[src/rtl/pkg_mpu.sv]
// rtl/pkg_mpu.sv - MPU dispatch types and thread-ID width
package pkg_mpu;
  localparam int WIDTH_THID = 8;

  typedef enum logic [1:0] {
    IDLE   = 2'd0,
    SELECT = 2'd1,
    ISSUE  = 2'd2,
    DONE   = 2'd3
  } fsm_dispatch_t;
endpackage

[src/rtl/pkg_top.sv]
// rtl/pkg_top.sv - integration-level constants shared across the MPU blocks
package pkg_top;
  localparam int NUM_TPU = 4;
endpackage

[src/rtl/dispatch_mpu_if.sv]
// rtl/dispatch_mpu_if.sv - MPU/TPU dispatch bus between the MPU side and the dispatcher
interface dispatch_mpu_if #(
  parameter int NUM_TPU    = pkg_top::NUM_TPU,
  parameter int WIDTH_THID = pkg_mpu::WIDTH_THID
);
  logic                  I_Req_Dispatch;
  logic [WIDTH_THID-1:0] I_ThID;
  logic [NUM_TPU-1:0]    I_En_TPU;
  logic [NUM_TPU-1:0]    I_Ack_TPU;
  logic [NUM_TPU-1:0]    I_Commit_TPU;
  logic [NUM_TPU-1:0]    O_Req_TPU;
  logic [WIDTH_THID-1:0] O_ThID;
  logic                  O_Ack_Dispatch;
  logic                  O_Commit;
  logic [NUM_TPU-1:0]    O_Busy_TPU;
  logic                  O_Full;
  logic [1:0]            O_State;

  modport master (
    output I_Req_Dispatch, I_ThID, I_En_TPU, I_Ack_TPU, I_Commit_TPU,
    input  O_Req_TPU, O_ThID, O_Ack_Dispatch, O_Commit, O_Busy_TPU, O_Full, O_State
  );

  modport slave (
    input  I_Req_Dispatch, I_ThID, I_En_TPU, I_Ack_TPU, I_Commit_TPU,
    output O_Req_TPU, O_ThID, O_Ack_Dispatch, O_Commit, O_Busy_TPU, O_Full, O_State
  );
endinterface

[src/rtl/rr_arbiter.sv]
// rtl/rr_arbiter.sv - combinational round-robin picker: lowest request at or above ptr, else lowest overall
module rr_arbiter #(
  parameter int N     = 4,
  parameter int PTR_W = 2
) (
  input  logic [N-1:0]     req,
  input  logic [PTR_W-1:0] ptr,
  output logic [N-1:0]     grant
);

  logic found;

  // Search upward from the pointer first, then wrap and search from index 0
  always_comb begin
    grant = '0;
    found = 1'b0;
    for (int i = 0; i < N; i++) begin
      if (!found && req[i] && (i >= int'(ptr))) begin
        grant[i] = 1'b1;
        found    = 1'b1;
      end
    end
    for (int i = 0; i < N; i++) begin
      if (!found && req[i]) begin
        grant[i] = 1'b1;
        found    = 1'b1;
      end
    end
  end

endmodule

[src/rtl/dispatch_mpu.sv]
// rtl/dispatch_mpu.sv - dispatches MPU thread requests to free TPUs and tracks per-TPU busy state
module dispatch_mpu
  import pkg_mpu::*;
#(
  parameter int NUM_TPU    = pkg_top::NUM_TPU,
  parameter int WIDTH_THID = pkg_mpu::WIDTH_THID
) (
  input logic           clock,
  input logic           reset,
  dispatch_mpu_if.slave bus
);

  localparam int PTR_W = (NUM_TPU > 1) ? $clog2(NUM_TPU) : 1;

  fsm_dispatch_t         state, state_n;
  logic [WIDTH_THID-1:0] thid_q, thid_n;
  logic [NUM_TPU-1:0]    grant_q, grant_n;
  logic [NUM_TPU-1:0]    busy_q, busy_n;
  logic [NUM_TPU-1:0]    set_mask;
  logic [NUM_TPU-1:0]    free;
  logic [NUM_TPU-1:0]    arb_grant;
  logic [NUM_TPU-1:0]    req_tpu;
  logic [PTR_W-1:0]      ptr_q, ptr_n;
  logic [PTR_W-1:0]      ptr_after_grant;
  logic                  commit_q, commit_n;

  // A TPU is a candidate only while enabled and not running a thread
  assign free = bus.I_En_TPU & ~busy_q;

  rr_arbiter #(
    .N     (NUM_TPU),
    .PTR_W (PTR_W)
  ) u_rr_arbiter (
    .req   (free),
    .ptr   (ptr_q),
    .grant (arb_grant)
  );

  // Pointer moves one past the granted TPU so the next search starts after it
  always_comb begin
    ptr_after_grant = '0;
    for (int i = 0; i < NUM_TPU; i++) begin
      if (grant_q[i]) begin
        ptr_after_grant = (i == NUM_TPU - 1) ? '0 : PTR_W'(i + 1);
      end
    end
  end

  // Next-state logic: capture, select, issue (with enable-loss abort), done
  always_comb begin
    state_n  = state;
    thid_n   = thid_q;
    grant_n  = grant_q;
    ptr_n    = ptr_q;
    set_mask = '0;
    case (state)
      IDLE: begin
        if (bus.I_Req_Dispatch) begin
          thid_n  = bus.I_ThID;
          state_n = SELECT;
        end
      end
      SELECT: begin
        if (free != '0) begin
          grant_n = arb_grant;
          state_n = ISSUE;
        end
      end
      ISSUE: begin
        // Losing the enable wins over an ack arriving in the same cycle
        if ((bus.I_En_TPU & grant_q) == '0) begin
          grant_n = '0;
          state_n = SELECT;
        end else if ((bus.I_Ack_TPU & grant_q) != '0) begin
          set_mask = grant_q;
          ptr_n    = ptr_after_grant;
          grant_n  = '0;
          state_n  = DONE;
        end
      end
      DONE: begin
        state_n = IDLE;
      end
      default: begin
        state_n = IDLE;
      end
    endcase
  end

  // Commits clear their bits and a new grant sets its bit, all in the same cycle
  always_comb begin
    busy_n   = (busy_q & ~bus.I_Commit_TPU) | set_mask;
    commit_n = (busy_q != '0) && (busy_n == '0);
  end

  // State registers with synchronous active-low reset
  always_ff @(posedge clock) begin
    if (!reset) begin
      state    <= IDLE;
      thid_q   <= '0;
      grant_q  <= '0;
      busy_q   <= '0;
      ptr_q    <= '0;
      commit_q <= 1'b0;
    end else begin
      state    <= state_n;
      thid_q   <= thid_n;
      grant_q  <= grant_n;
      busy_q   <= busy_n;
      ptr_q    <= ptr_n;
      commit_q <= commit_n;
    end
  end

  assign req_tpu            = (state == ISSUE) ? grant_q : '0;
  assign bus.O_Req_TPU      = req_tpu;
  assign bus.O_ThID         = (req_tpu != '0) ? thid_q : '0;
  assign bus.O_Ack_Dispatch = (state == DONE);
  assign bus.O_Commit       = commit_q;
  assign bus.O_Busy_TPU     = busy_q;
  assign bus.O_Full         = (state == SELECT) && (free == '0);
  assign bus.O_State        = state;

endmodule

[src/flat_wrapper.sv]
// flat-port wrapper written by rule: the top's interface ports become plain ports
module dispatch_mpu_flat import pkg_mpu::*;
#(
  parameter int NUM_TPU    = pkg_top::NUM_TPU,
  parameter int WIDTH_THID = pkg_mpu::WIDTH_THID
)
  (clock, reset, bus_I_Req_Dispatch, bus_I_ThID, bus_I_En_TPU, bus_I_Ack_TPU, bus_I_Commit_TPU, bus_O_Req_TPU, bus_O_ThID, bus_O_Ack_Dispatch, bus_O_Commit, bus_O_Busy_TPU, bus_O_Full, bus_O_State);
  dispatch_mpu_if #(.NUM_TPU(NUM_TPU), .WIDTH_THID(WIDTH_THID)) bus_i ();
  input logic clock;
  input logic reset;
  input wire logic [$bits(bus_i.I_Req_Dispatch)-1:0] bus_I_Req_Dispatch;
  input wire logic [$bits(bus_i.I_ThID)-1:0] bus_I_ThID;
  input wire logic [$bits(bus_i.I_En_TPU)-1:0] bus_I_En_TPU;
  input wire logic [$bits(bus_i.I_Ack_TPU)-1:0] bus_I_Ack_TPU;
  input wire logic [$bits(bus_i.I_Commit_TPU)-1:0] bus_I_Commit_TPU;
  output wire logic [$bits(bus_i.O_Req_TPU)-1:0] bus_O_Req_TPU;
  output wire logic [$bits(bus_i.O_ThID)-1:0] bus_O_ThID;
  output wire logic [$bits(bus_i.O_Ack_Dispatch)-1:0] bus_O_Ack_Dispatch;
  output wire logic [$bits(bus_i.O_Commit)-1:0] bus_O_Commit;
  output wire logic [$bits(bus_i.O_Busy_TPU)-1:0] bus_O_Busy_TPU;
  output wire logic [$bits(bus_i.O_Full)-1:0] bus_O_Full;
  output wire logic [$bits(bus_i.O_State)-1:0] bus_O_State;
  assign bus_i.I_Req_Dispatch = bus_I_Req_Dispatch;
  assign bus_i.I_ThID = bus_I_ThID;
  assign bus_i.I_En_TPU = bus_I_En_TPU;
  assign bus_i.I_Ack_TPU = bus_I_Ack_TPU;
  assign bus_i.I_Commit_TPU = bus_I_Commit_TPU;
  assign bus_O_Req_TPU = bus_i.O_Req_TPU;
  assign bus_O_ThID = bus_i.O_ThID;
  assign bus_O_Ack_Dispatch = bus_i.O_Ack_Dispatch;
  assign bus_O_Commit = bus_i.O_Commit;
  assign bus_O_Busy_TPU = bus_i.O_Busy_TPU;
  assign bus_O_Full = bus_i.O_Full;
  assign bus_O_State = bus_i.O_State;
  dispatch_mpu #(.NUM_TPU(NUM_TPU), .WIDTH_THID(WIDTH_THID)) u_core (.clock(clock), .reset(reset), .bus(bus_i));
endmodule
[config.mk]
export PLATFORM = sky130hd
export DESIGN_NAME = dispatch_mpu_flat
export DESIGN_NICKNAME = d
export VERILOG_FILES = /design/src/rtl/pkg_mpu.sv /design/src/rtl/pkg_top.sv /design/src/rtl/dispatch_mpu_if.sv /design/src/rtl/rr_arbiter.sv /design/src/rtl/dispatch_mpu.sv /design/src/flat_wrapper.sv
export SDC_FILE = /design/constraint.sdc
export NUM_CORES = 1
export LEC_CHECK = 0
export CORE_MARGIN = 2
export CORE_UTILIZATION = 40
export CTS_CLUSTER_SIZE = 12
export DETAILED_ROUTE_END_ITERATION = 7
export GPL_TIMING_DRIVEN = 0
export PLACE_DENSITY = 0.75
export SETUP_SLACK_MARGIN = 0.3
export SYNTH_ARGS = -nofsm -noshare
export SYNTH_HDL_FRONTEND = slang
export SYNTH_SLANG_ARGS = --single-unit
[constraint.sdc]
create_clock -name clock -period 1.8 [get_ports clock]
set_input_delay 0.54 -clock clock [delete_from_list [all_inputs] [get_ports clock]]
set_output_delay 0.54 -clock clock [all_outputs]
set_load 0.01 [all_outputs]
Word level (Yosys, flattened, before mapping)
Cells that the tools add are included.
{"block": "classes", "order_cmp": 3, "eq_ne": 6, "muxes": 32, "bitwise_logic": 8, "n_reduce_logical": 32}
{"cell": "two-way mux 4 bit", "n": 7}
{"cell": "AND 4 bit", "n": 4}
{"cell": "nonzero test 4 bit", "n": 4}
{"cell": "two-way mux 1 bit", "n": 15}
{"cell": "two-way mux 2 bit", "n": 7}
{"cell": "logical AND 1 bit", "n": 12}
{"cell": "zero test 4 bit", "n": 3}
{"cell": "AND reduction 3 bit", "n": 3}
{"cell": "two-way mux 8 bit", "n": 1}
{"cell": "inverter 4 bit", "n": 2}
{"cell": "one-hot mux 2 bit (4 select lines)", "n": 1}
{"cell": "one-hot mux 4 bit (2 select lines)", "n": 1}
{"cell": "zero test 1 bit", "n": 7}
{"cell": "equality test 2 bit (second input constant)", "n": 2}
{"cell": "greater-or-equal comparator 1 x 2 -> 1 bit (first input constant)", "n": 2}
{"cell": "bitwise OR 4 bit", "n": 1}
{"cell": "!= test 3 x 1 -> 1 bit (second input constant)", "n": 1}
{"cell": "equality test 2 x 1 -> 1 bit (second input constant)", "n": 1}
{"cell": "greater-or-equal comparator 2 bit (first input constant)", "n": 1}
{"cell": "zero test 2 bit", "n": 1}
{"cell": "!= test 2 x 1 -> 1 bit (second input constant)", "n": 1}
{"cell": "!= test 2 bit (second input constant)", "n": 1}
{"cell": "AND reduction 2 bit", "n": 1}
{"cell": "nonzero test 2 bit", "n": 1}
{"cell": "inverter 1 bit", "n": 1}
{"block": "word_totals", "reg_bits": 21, "in_bits": 23, "out_inout_bits": 21, "word_cells": 87}

Longest topological paths before layout
Gate-level depths: netlist (run 1).
{"block": "logic_depth", "depth_word": 29, "mapped_depth": 7, "mapped_depth_nobuf": 6}

Cells and area by module
A second synthesis (run 1) with hierarchy kept.
{"block": "hier_totals", "hier_cells": 137, "area_unflattened_um2": 1238.7}
{"mod": "dispatch_mpu", "n_inst": 1, "cells_per_inst": 121, "area_per_inst_um2": 1131.1, "seq_area_each_um2": 420.4}
{"mod": "rr_arbiter", "n_inst": 1, "cells_per_inst": 16, "area_per_inst_um2": 107.6, "seq_area_each_um2": 0.0}

Least setup slack after synthesis (run 1)
OpenSTA, ideal clock, no wires.
{"block": "synth_timing", "path_type": "flip-flop to output port", "start": "register u_core.state[0], in the netlist u_core.bus.O_State[0]", "end": "output bus_O_ThID[0]", "t_arrival_ns": 1.604, "required_ns": 1.260, "slack_ns": -0.344, "stages_incl_launch_ff": 7, "n_path_buf": 0, "path_cell_list": "dfxtp_1 -> inv_1 -> ha_1 -> inv_1 -> nor2_1 -> nor4_4 -> nor2b_1"}
{"block": "synth_via", "elab_chain_len": 4}
{"item": "start, declared", "line_no": "dispatch_mpu.sv:15", "text": "fsm_dispatch_t state, state_n;"}
{"item": "start signal, assigned", "line_no": "dispatch_mpu.sv:106", "text": "state <= state_n;"}
{"item": "equality test 2 bit", "line_no": "dispatch_mpu.sv:115", "text": "assign req_tpu = (state == ISSUE) ? grant_q : '0;"}
{"item": "two-way mux 4 bit", "line_no": "dispatch_mpu.sv:115"}
{"item": "named net bus_O_Req_TPU[2]", "line_no": "flat_wrapper.sv:16", "text": "output wire logic [$bits(bus_i.O_Req_TPU)-1:0] bus_O_Req_TPU;"}
{"item": "nonzero test 4 bit", "line_no": "dispatch_mpu.sv:117", "text": "assign bus.O_ThID = (req_tpu != '0) ? thid_q : '0;"}
{"item": "two-way mux 8 bit", "line_no": "dispatch_mpu.sv:117"}
{"item": "end, declared", "line_no": "flat_wrapper.sv:17", "text": "output wire logic [$bits(bus_i.O_ThID)-1:0] bus_O_ThID;"}
The timed path passes the listed nets, and every way through them passes these cells.

Worst setup path after layout (run 1)
{"block": "layout_timing", "start": "register u_core.state[0], in the netlist u_core.bus.O_State[0]", "end": "output bus_O_ThID[4]"}
{"block": "layout_via", "elab_chain_len": 4}
{"item": "equality test 2 bit", "line_no": "dispatch_mpu.sv:115"}
{"item": "two-way mux 4 bit", "line_no": "dispatch_mpu.sv:115"}
{"item": "nonzero test 4 bit", "line_no": "dispatch_mpu.sv:117"}
{"item": "two-way mux 8 bit", "line_no": "dispatch_mpu.sv:117"}
No other way between the ends.

==> metrics.yaml, run 1 <==
route:
  vias_per_cell: 5.33
  drt-total-wl_um: 4320
  drtIter0Drc: 100
  first_pass_iters: 4
  vias: 1456
  wl_per_cell_um: 15.8
  ant_nets: 0
  drc: 0
finish:
  seq_area_um2: 450
  nFillCells: 218
  final_cells: 273
  drive_above_1_share: 0.498
  multiInputGateArea_um2: 971
  antenna_cells: 0
  nNetsFinal: 258
  syn2layout_area_growth_pct: 78.6
die:
  row_count: 20
  core_mm2: 0.00305
  ios: 44
  dieWidth_um: 60.7
  die_y_um: 60.7
  start_util: 0.422
  dieArea_mm2: 0.00369
worst_setup_path:
  worstPathArrival_ns: 1.82
  reg2reg_slack_ns: 0.27
  cp.depth: 8
  crit_buf_inv: 4
  critPathLaunchType: "flip-flop"
  critPathMaxFanout: 6
  crit_family: "simple AND/OR/NAND/NOR gates"
  r2r_cells: 5
  rr_startpoint: "u_core.bus.O_Busy_TPU[3]"
  crit_type: "flip-flop to output port"
  crit_start: "u_core.bus.O_State[0]"
  required_ns: 1.26
  crit_chain: "inv_4, ha_4, and2_4, nor4_4, buf_12, buf_8, nor2b_4, buf_6"
  cp_slowest_cell: "dfxtp_4"
  reg2reg_to: "u_core.grant_q[1]"
  slowest_delay_ns: 0.38
  cp-end-kind: "output port"
flow_run:
  drv_cap: 0
run_status:
  violations: "negative setup slack"
  status: "complete, but fails checks"
sta:
  period_share: 1.31
  period_needed_ns: 2.36
  holdWs_ns: 0.465
  relSlewSlack: 0.781
  rsz0062_at_grt: "true"
  fmax_mhz: 423
  hold_viol_final: 0
  fin_ws_ns: -0.562
  finalMaxSlewViolations: 0
  skew_ns: 0.00281
  tightestPinTransition_ns: 0.328
  setup_violations: 13
grt:
  grt_usage: 0.241
  grt_pass1_vias: 1439
  grt_max_degree: 12
  grt_overflow_total: 0
  antenna_found_initial: 0
  grt_pass1_wl_um: 6530
power_and_ir_drop:
  p_sw_frac: 0.347
  powerDensity_mw_per_mm2: 613
  intPower_mw: 0.921
  power.share.sequential: 0.388
  combPwrFrac: 0.444
  p_leak_nw: 0.921
  pwr-share-clk: 0.168
  ir_worst_vdd_v: 0.000389
  power.switching_mw: 0.489
cts:
  cts_max_path_buffers: 2
  cts.sinks: 21
  cts_tree: "yes"
  clock-root-buffer: "clkbuf_4"
  clock_latency_ns: 0.32
  h-tree-depth: 1
  clkTransAtPathRegs_ns: 0.12
  numCtsBuffers: 3
placed_design:
  io_buffers: 43
  placed_cells: 236
  dp_hpwl_um: 2730
  gp_congestion: 0.903
synth:
  ys_seq_area_frac: 0.327
  yosys_most_used_dff: "dfxtp_1"
  synth-seq-cells: 21
  synthCells: 149
  mappedNetlistArea_mm2: 0.00129
  synth-edff-count: 0
  synthDistinctLibCells: 39
  yosysWarnings: 0
  syn-num-nets: 177
  syn_area_per_cell_um2: 8.64
  async_flop_share: 0
worst_hold_path:
  hold_start: "u_core.thid_q[7]"
  whs_endpoint: "u_core.thid_q[7]"
  whs_path_depth: 2
  hold_path.class: "flip-flop to flip-flop"
-- worst max path at each step --
stage / endpoint / slack (ns)
detailed placement: bus_O_Full / -0.96
global placement: bus_O_Full / -0.95
global route: bus_O_ThID[4] / -0.62
floorplan: bus_O_ThID[0] / -0.18
CTS: bus_O_ThID[4] / -0.55
finish: bus_O_ThID[4] / -0.56
-- power by group through the flow --
stage	Clock [mW]	Sequential [mW]	Combinational (mW)
floorplan	0	0.552	0.271
global placement	0	0.557	0.393
detailed placement	0	0.560	0.407
CTS	0.241	0.542	0.502
global route	0.267	0.552	0.673
finish	0.237	0.547	0.626
-- per-stage QoR --
stage	setup slack [ns]	cell area [um^2]	total power, mW	utilization	setup TNS (ns)
detailed placement	-0.961	1830	0.967	0.598	-12.94
global placement	-0.952	1830	0.949	0.598	-11.56
CTS	-0.553	2140	1.28	0.702	-4.90
floorplan	-0.175	1340	0.823	-	-1.40
finish	-0.562	2300	1.41	0.753	-5.15
global route	-0.616	2300	1.49	0.753	-5.80
-- tightest hold or removal path: stages, from the launching register on --
cell and delay (ns):
dfxtp_1 0.33, nand2_1 0.05, a21oi_1 0.06
-- routing by layer --
| metal | GRT usage | share of wire |
|---|---|---|
| met5 | 0 | 0 |
| met4 | 0.0870 | 0.0063 |
| met2 | 0.449 | 0.54 |
| met3 | 0.0320 | 0.074 |
| met1 | 0.279 | 0.38 |
-- repair_timing --
| action | CTS | global route |
|---|---|---|
| hold buffers | 0 | 0 |
| gates resized for setup | 139 | 38 |
| setup buffers | 25 | 8 |
| endpoints found under the setup margin | 42 | 40 |
| pin swaps | 9 | 10 |
-- cells in the final DEF (no fill, tap or decap), types with 4 or more instances in the layout --
master	count
clkbuf_4	4
nand3_1	9
dlygate4sd2_1	5
nor2b_1	4
a22oi_2	5
nor2b_4	7
mux2i_1	6
clkdlybuf4s50_1	13
clkbuf_2	4
buf_4	19
dfxtp_1	11
nand2_1	14
nor2b_2	4
nor2_1	11
dfxtp_4	7
buf_6	25
buf_2	6
a21oi_1	13
-- state kept, by name, indices dropped and copies added, names as in the netlist --
signal,flops
u_core.grant_q,4
u_core.bus.O_Commit,1
u_core.ptr_q,2
u_core.bus.O_State,2
u_core.thid_q,8
u_core.bus.O_Busy_TPU,4
-- area by class of cell --
class / count / area share
multi-input combinational: 116 / 0.422
timing repair buffer: 76 / 0.314
sequential: 21 / 0.196
tap: 44 / 0.0239
inverter: 8 / 0.0169
buffer: 4 / 0.0152
clock buffer: 4 / 0.0114
-- cells by family after synthesis --
logic type / Yosys count / share of synthesized area
AOI/OAI and AO/OA: 37 / 0.245
adders and majority gates: 5 / 0.0486
buffers and inverters: 12 / 0.0408
DFF: 21 / 0.327
muxes: 6 / 0.0466
and+or+nand+nor: 68 / 0.293
-- synthesized netlist by cell type, types with 3 or more instances --
library cell	instances	area share
nand2_1	16	0.047
and2_1	4	0.019
a21oi_1	13	0.051
inv_1	7	0.020
a22oi_1	3	0.017
a211oi_1	3	0.017
dfxtp_1	21	0.33
nand3_1	9	0.035
ha_1	5	0.049
nor2b_1	13	0.063
clkbuf_1	3	0.0087
mux2i_1	6	0.047
nor2_1	14	0.041
(Power assumes the default switching activity.)
==> run 2, diff against run 1 <==
MAX_ROUTING_LAYER = met4   (was not set)
==> run 2 against run 1 <==
Compared with the run above: the run still ends with negative setup slack left; via count down 0.48%; final cell count did not move; critical path depth unchanged; register-to-register slack about the same; non-clock buffer count stayed put; combinational power is essentially flat; first-iteration DRC count increased by 4.0%; design area is the same; maximum frequency down 0.50%; die area stayed put; sequential power hardly changed; total power rose by 0.45%; largest cell class unchanged; highest routed layer unchanged.
==> metrics.yaml, run 2 (synthesized netlist as in run 1, its figures left out) <==
grt:
  antenna_found_initial: 0
  grt_pass1_wl_um: 6530
  grt_overflow_total: 0
  grt_pass1_vias: 1441
  grt_max_degree: 12
  grt_usage: 0.248
sta:
  fmax_mhz: 421
  rsz0062_at_grt: "true"
  period_share: 1.32
  relSlewSlack: 0.782
  period_needed_ns: 2.37
  hold_viol_final: 0
  fin_ws_ns: -0.574
  setup_violations: 13
  tightestPinTransition_ns: 0.326
  setup_tns_ns: -5.28
  finalMaxSlewViolations: 0
  holdWs_ns: 0.466
  skew_ns: 0.00598
cts:
  clock_latency_ns: 0.33
  cts_tree: "yes"
  clock-root-buffer: "clkbuf_4"
  numCtsBuffers: 3
  cts_max_path_buffers: 2
  cts.sinks: 21
  h-tree-depth: 1
  clkTransAtPathRegs_ns: 0.12
worst_setup_path:
  required_ns: 1.26
  crit_family: "simple AND/OR/NAND/NOR gates"
  critPathLaunchType: "flip-flop"
  critPathMaxFanout: 6
  cp-end-kind: "output port"
  slowest_delay_ns: 0.38
  crit_chain: "inv_4, ha_4, and2_4, nor4_4, buf_12, buf_8, nor2b_4, buf_6"
  worstPathArrival_ns: 1.83
  crit_buf_inv: 4
  crit_type: "flip-flop to output port"
  cp_slowest_cell: "dfxtp_4"
finish:
  largest_reg_flops: 8
  regMostFlops: "u_core.thid_q"
  final_common_cell: "buf_6"
  layout_common_cells: "buf_6 (25), buf_4 (19), nand2_1 (14)"
  antenna_cells: 0
  nFillCells: 218
  nNetsFinal: 258
  syn2layout_area_growth_pct: 78.6
  drive_above_1_share: 0.498
  final_util: 0.753
route:
  first_pass_iters: 4
  drc: 0
  wl_per_cell_um: 15.8
  drt-total-wl_um: 4310
  drtIter0Drc: 104
  vias: 1449
  vias_per_cell: 5.31
  ant_nets: 0
worst_hold_path:
  hold_path.class: "flip-flop to flip-flop"
die:
  dieWidth_um: 60.7
  core_mm2: 0.00305
  row_count: 20
  ios: 44
  die_y_um: 60.7
  dieArea_mm2: 0.00369
  start_util: 0.422
run_status:
  violations: "negative setup slack"
  status: "complete, but fails checks"
placed_design:
  dp_hpwl_um: 2730
  io_buffers: 43
  place_ws_ns: -0.961
  gp_congestion: 0.919
power_and_ir_drop:
  total_power_mw: 1.42
  powerDensity_mw_per_mm2: 616
  p_leak_nw: 0.921
  ir_worst_vdd_v: 0.000389
flow_run:
  drv_cap: 0
==> run 2: cell counts in the layout (fill, tap and decap cells not counted) <==
No cell type changed its count.
==> run 2: final timing paths <==
check | cells after the start | from | slack [ns] | to
max | 8 | u_core.bus.O_State[0] | -0.57 | bus_O_ThID[4]
min | 2 | u_core.thid_q[7] | 0.47 | u_core.thid_q[7]
max reg2reg | 5 | u_core.bus.O_Busy_TPU[3] | 0.27 | u_core.grant_q[1]
min reg2reg | 2 | u_core.thid_q[7] | 0.47 | u_core.thid_q[7]
==> run 2: timing repair <==
item                       4_1_cts  5_1_grt
setup buffers                   25        8
setup endpoints to repair       42       40
pin swaps                        9       10
hold buffers                     0        0
gates resized for setup        139       38
==> run 2: where the power goes <==
group	internal, mW	switching (mW)
clock network	0.0872	0.157
logic	0.331	0.294
registers	0.503	0.0440
==> run 2: worst register-to-register path, cell delays in order, from the launching register on <==
cell and delay, ns:
dfxtp_4 0.39, nor2b_4 0.04, or3_4 0.41, buf_6 0.15, o211ai_4 0.25, mux2i_1 0.23
==> run 2: stage by stage <==
| step | instance area, um^2 | cells |
|---|---|---|
| 2_1_floorplan | 1340 | 149 |
| 3_3_place_gp | 1830 | 236 |
| 3_5_place_dp | 1830 | 236 |
| 4_1_cts | 2140 | 265 |
| 5_1_grt | 2300 | 273 |
| 6_report | 2300 | 273 |
==> run 2: cell type report <==
type                       count  area [um^2]  area share
buffer                         4         35.0      0.0152
timing repair buffer          76          723       0.314
multi-input combinational    116          971       0.422
sequential                    21          450       0.196
tap                           44         55.1      0.0239
inverter                       8         38.8      0.0169
clock buffer                   4         26.3      0.0114
==> run 2: layer usage <==
metal / wire [um] / up-vias / track usage / part of all wire
li1: - / 699 / - / -
met1: 1680 / 685 / 0.279 / 0.39
met2: 2290 / 60 / 0.449 / 0.53
met3: 283 / 5 / 0.0320 / 0.066
met4: 52 / 0 / 0.0870 / 0.012
met5: 0 / - / - / 0
==> run 3, diff against run 2 <==
DONT_BUFFER_PORTS = 1   (was not set)
PLACE_DENSITY = not set   (was 0.75)
==> run 3 against run 2 <==
Compared with the run above: the flow still finishes with violations (negative setup slack); combinational power is 28% lower; count of clock-buffer cells in the layout unchanged; non-clock buffer count fell by 68; maximum frequency increased by 7.4%; critical path type unchanged; critical endpoint is now bus_O_ThID[2]; clock skew decreased by 0.0015 ns; critical path depth shrank 2; sequential share of layout area grew 8.0 points.
==> metrics.yaml, run 3 (synthesized netlist as in run 1, its figures left out) <==
sta:
  period_share: 1.23
  hold_viol_final: 0
  fmax_mhz: 453
  fin_ws_ns: -0.410
  finalMaxSlewViolations: 0
  tightestPinTransition_ns: 0.450
  skew_ns: 0.00452
  setup_violations: 9
  period_needed_ns: 2.21
  setup_tns_ns: -3.31
  holdWs_ns: 0.369
  rsz0062_at_grt: "true"
  relSlewSlack: 0.700
grt:
  grt_pass1_vias: 1048
  grt_usage: 0.186
  use_met3: 0.0384
  grt_max_degree: 12
  antenna_found_initial: 0
  grt_use_met2: 0.295
  top_usage_layer: "met2"
  met1_usage: 0.221
  grt_overflow_total: 0
  grt_pass1_wl_um: 4890
finish:
  seq_area_um2: 443
  nFillCells: 280
  multiInputGateArea_um2: 938
  largest_reg_flops: 8
  regMostFlops: "u_core.thid_q"
  syn2layout_area_growth_pct: 24.9
  antenna_cells: 0
  nNetsFinal: 190
  final_common_cell: "nand2_1"
  drive_above_1_share: 0.360
  layout_common_cells: "nand2_1 (14), a21oi_1 (13), dfxtp_1 (13)"
worst_setup_path:
  rr_startpoint: "u_core.bus.O_Busy_TPU[1]"
  reg2reg_slack_ns: 0.26
  critPathLaunchType: "flip-flop"
  reg2reg_to: "u_core.grant_q[0]"
  critPathMaxFanout: 8
  cp-end-kind: "output port"
  crit_type: "flip-flop to output port"
  slowest_delay_ns: 0.42
  crit_buf_inv: 2
  worstPathArrival_ns: 1.67
  crit_family: "simple AND/OR/NAND/NOR gates"
  required_ns: 1.26
  crit_chain: "inv_4, ha_4, and2_4, nor4_4, buf_12, nor2b_2"
  r2r_cells: 5
  cp_slowest_cell: "dfxtp_4"
run_status:
  status: "complete, but fails checks"
  violations: "negative setup slack"
route:
  drc: 0
  drt-total-wl_um: 3230
  vias_per_cell: 5.45
  drtIter0Drc: 22
  wl_per_cell_um: 15.8
  ant_nets: 0
  vias: 1118
  first_pass_iters: 4
flow_run:
  drv_cap: 0
die:
  row_count: 20
  start_util: 0.422
  core_mm2: 0.00305
  ios: 44
  dieWidth_um: 60.7
  dieArea_mm2: 0.00369
  die_y_um: 60.7
placed_design:
  io_buffers: 0
  dp_hpwl_um: 2420
  gp_congestion: 0.850
power_and_ir_drop:
  ir_worst_vdd_v: 0.000317
  powerDensity_mw_per_mm2: 766
  p_leak_nw: 0.543
cts:
  h-tree-depth: 1
  clock-root-buffer: "clkbuf_4"
  cts_max_path_buffers: 2
  clkTransAtPathRegs_ns: 0.12
  numCtsBuffers: 3
  clock_latency_ns: 0.30
  cts.sinks: 21
  cts_tree: "yes"
worst_hold_path:
  hold_start: "bus_I_ThID[6]"
  hold_path.class: "input pin to flip-flop"
  whs_endpoint: "u_core.thid_q[6]"
  whs_path_depth: 2
[run 3: worst max path at each step]
stage,cells past startpoint,to,startpoint
final,6,bus_O_ThID[2],u_core.bus.O_State[0]
after global routing,6,bus_O_ThID[0],u_core.bus.O_State[0]
after CTS,6,bus_O_ThID[2],u_core.bus.O_State[0]
after detailed placement,5,bus_O_ThID[2],u_core.bus.O_State[0]
after global placement,5,bus_O_ThID[2],u_core.bus.O_State[0]
after floorplan,5,bus_O_ThID[0],u_core.bus.O_State[0]
[run 3: timing repair]
action,in CTS,in global routing
resized for setup,10,28
hold buffers,0,0
pin swaps,2,8
endpoints found under the setup margin,31,33
buffers inserted,3,5
[run 3: through the flow]
stage	setup WS (ns)	instance area (um^2)	power (mW)	util	instances
5_1_grt	-0.472	1610	1.31	0.527	205
6_report	-0.410	1610	1.23	0.527	205
2_1_floorplan	-0.175	1340	0.823	-	149
4_1_cts	-0.433	1480	1.14	0.484	200
3_3_place_gp	-0.300	1400	0.873	0.457	193
3_5_place_dp	-0.333	1400	0.883	0.457	193
[run 3: layer usage]
metal	vias up	wire length, um
met5	-	0
li1	553	-
met4	0	46
met3	4	197
met1	527	1390
met2	34	1600
[run 3: area by class of cell]
| cell class | instances | share of cell area |
|---|---|---|
| buffer | 4 | 0.0187 |
| clock buffer | 4 | 0.0163 |
| inverter | 8 | 0.0218 |
| multi-input combinational | 116 | 0.584 |
| sequential | 21 | 0.275 |
| tap | 44 | 0.0342 |
| timing repair buffer | 8 | 0.0498 |
[run 3: power by group]
part | switching, mW | internal [mW] | total [mW] | leakage [nW]
registers | 0.0511 | 0.504 | 0.555 | 0.176
logic | 0.235 | 0.215 | 0.450 | 0.352
clock network | 0.140 | 0.0863 | 0.227 | 0.0150
==> edit (config.mk and constraints of run 1) <==
Set the package constant `NUM_TPU` to 8 (it was 4).
--- a/src/rtl/pkg_top.sv
+++ b/src/rtl/pkg_top.sv
@@ -2,3 +2,3 @@
 package pkg_top;
-  localparam int NUM_TPU = 4;
+  localparam int NUM_TPU = 8;
 endpackage
Ports: changed (5 resized); port bits go from 44 to 64. No check against the original RTL was run, so the function may have changed too.
==> edit against run 1 <==
- the run still ends with negative setup slack left
- cell area increased by 59%
- sequential cell count increased by 9
- largest cell class unchanged
- setup slack improved by 230 ps
- total power increased by 74%
- clock power increased to 2.5 times the old value
- largest power group unchanged
- area after synthesis increased by 44%
- wire length increased by 110%
- utilization increased by 7.6 points
==> edit: results (changes against run 1) <==
- Status: finished with violations
- Failing checks: negative setup slack
- Crit-path max FO: 7 (+1)
- Vias in the first global route: 2375 (+65%)
- P_sw: 0.0008610 W (+76%)
- Setup Buffers After CTS: 38 (+52%)
- WP data arrival: 1590 ps (-230 ps)
- Final setup violation count: 39 (+26)
- R2r startpoint: u_core.grant_q[5]$_SDFFE_PN0P_
- P per Cell Area: 668.7 nW/µm² (+9.1%)
- DP Area: 2651 µm² (+45%)
- Worst path slowest cell: dfxtp_1
- First-pass GRT wire length: 11.44 mm (+75%)
- Dpl ws: -1049 ps (-87.74 ps)
- Port-buffer cells: 61 (+42%)
- Peak supply drop: 0.0005295 V (+36%)
- Worst slew pin tran: 651.2 ps (+323.0 ps)
- WL per Instance: 21.93 µm (+39%)
- Worst setup margin: -329.8 ps (+232.3 ps)
- H-tree depth: 2 (+1)
- Root buffer cell: clkbuf_8
- Hold EP: u_core.thid_q[4]$_SDFFE_PN0P_
- Cts repair resizes: 218 (+57%)
- Overall routing resource usage: 28.11% (+4.0 points)
- Hold WS: 455.5 ps (-9.930 ps)
- TNS Setup: -5994 ps (-846.3 ps)
- Number of detailed-routing iterations run before antenna repair: 6 (+2)
- RePlAce Congestion: 0.9493 (+5.1%)
- Combinational cell power: 0.00107 W (+71%)
- Synth area leaders: dfxtp_1 32%, and2_1 6.1%, a21oi_1 5.9%, nand2_1 5.5%, nand2b_1 5.0%
- Crit path launch: u_core.grant_q[0]$_SDFFE_PN0P_
- R2r setup slk: -190 ps (-460 ps)
- Worst reg2reg endpoint: u_core.grant_q[7]$_SDFFE_PN0P_
- Clk pin slew, worst setup/hold paths: 70 ps (-50 ps)
- Largest net degree at the start of global routing: 11 (-1)
- HP Start: u_core.thid_q[4]$_SDFFE_PN0P_
- Distinct cells, synth: 47 (+21%)
- Placed Cells: 350 (+48%)
- Cts bufs inserted: 5 (+2)
- Initial DRC count: 341 (+240%)
- Worst R2R Path Depth: 8 (+3)
- Most frequent cells after synthesis: 30 x dfxtp_1, 27 x nand2_1, 22 x a21oi_1, 18 x and2_1, 15 x nand2b_1
- Slowest stage delay, CP: 610 ps (+230 ps)
- Static leakage: 1.552 nW (+69%)
- DP HPWL: 4.306 mm (+57%)
- Vias: 2619 (+80%)
- Avg Cell Area, Syn: 7.845 µm² (-9.2%)
- Clock power share: 24.3% (+7.5 points)
- Clk_skew: 4.289 ps (+1.476 ps)
- Routed wire length: 9.233 mm (+110%)
- Worst path top cell family by delay: flip-flops
- Sequential area share after synthesis: 32.30% (-0.35 points)
- Nets: 408 (+58%)
- Crit path to: bus_O_ThID[6]
- Clock latency on the worst-skew pair: 290 ps (-30 ps)
edit: cell count changes after synthesis, sizes merged, moves of 4 or more:
cell    delta
and2      +15
nand2b    +14
nand2     +11
a21oi      +9
dfxtp      +9
clkbuf     +5
nor3       +5
nand4      +4
nor2b      -4
nor4       +4
edit: routing by layer:
layer / track usage, % / part of all wire [%]
met1: 32.84 / 35
met2: 47.91 / 48
met3: 8.333 / 10
met4: 11.53 / 6.3
met5: 0 / 0
edit: cell families (layout without fill, tap and decap cells):
group / after synthesis / count (layout) / synth area share [%]
simple gates: 121 / 121 / 35.13
compound gates: 59 / 59 / 22.81
flops: 30 / 30 / 32.30
buf+inv: 19 / 151 / 4.778
fa+ha+maj: 5 / 5 / 3.365
mux: 3 / 3 / 1.615
edit: layout make-up:
cell class	instances	area [µm²]
Multi-Input combinational cell	188	1572
Inverter	7	33.78
Buffer	12	96.34
Sequential cell	30	643.1
Timing Repair Buffer	124	1154
Tap cell	52	65.06
Fill cell	247	755.7
Clock inverter	2	12.51
Clock buffer	6	82.58
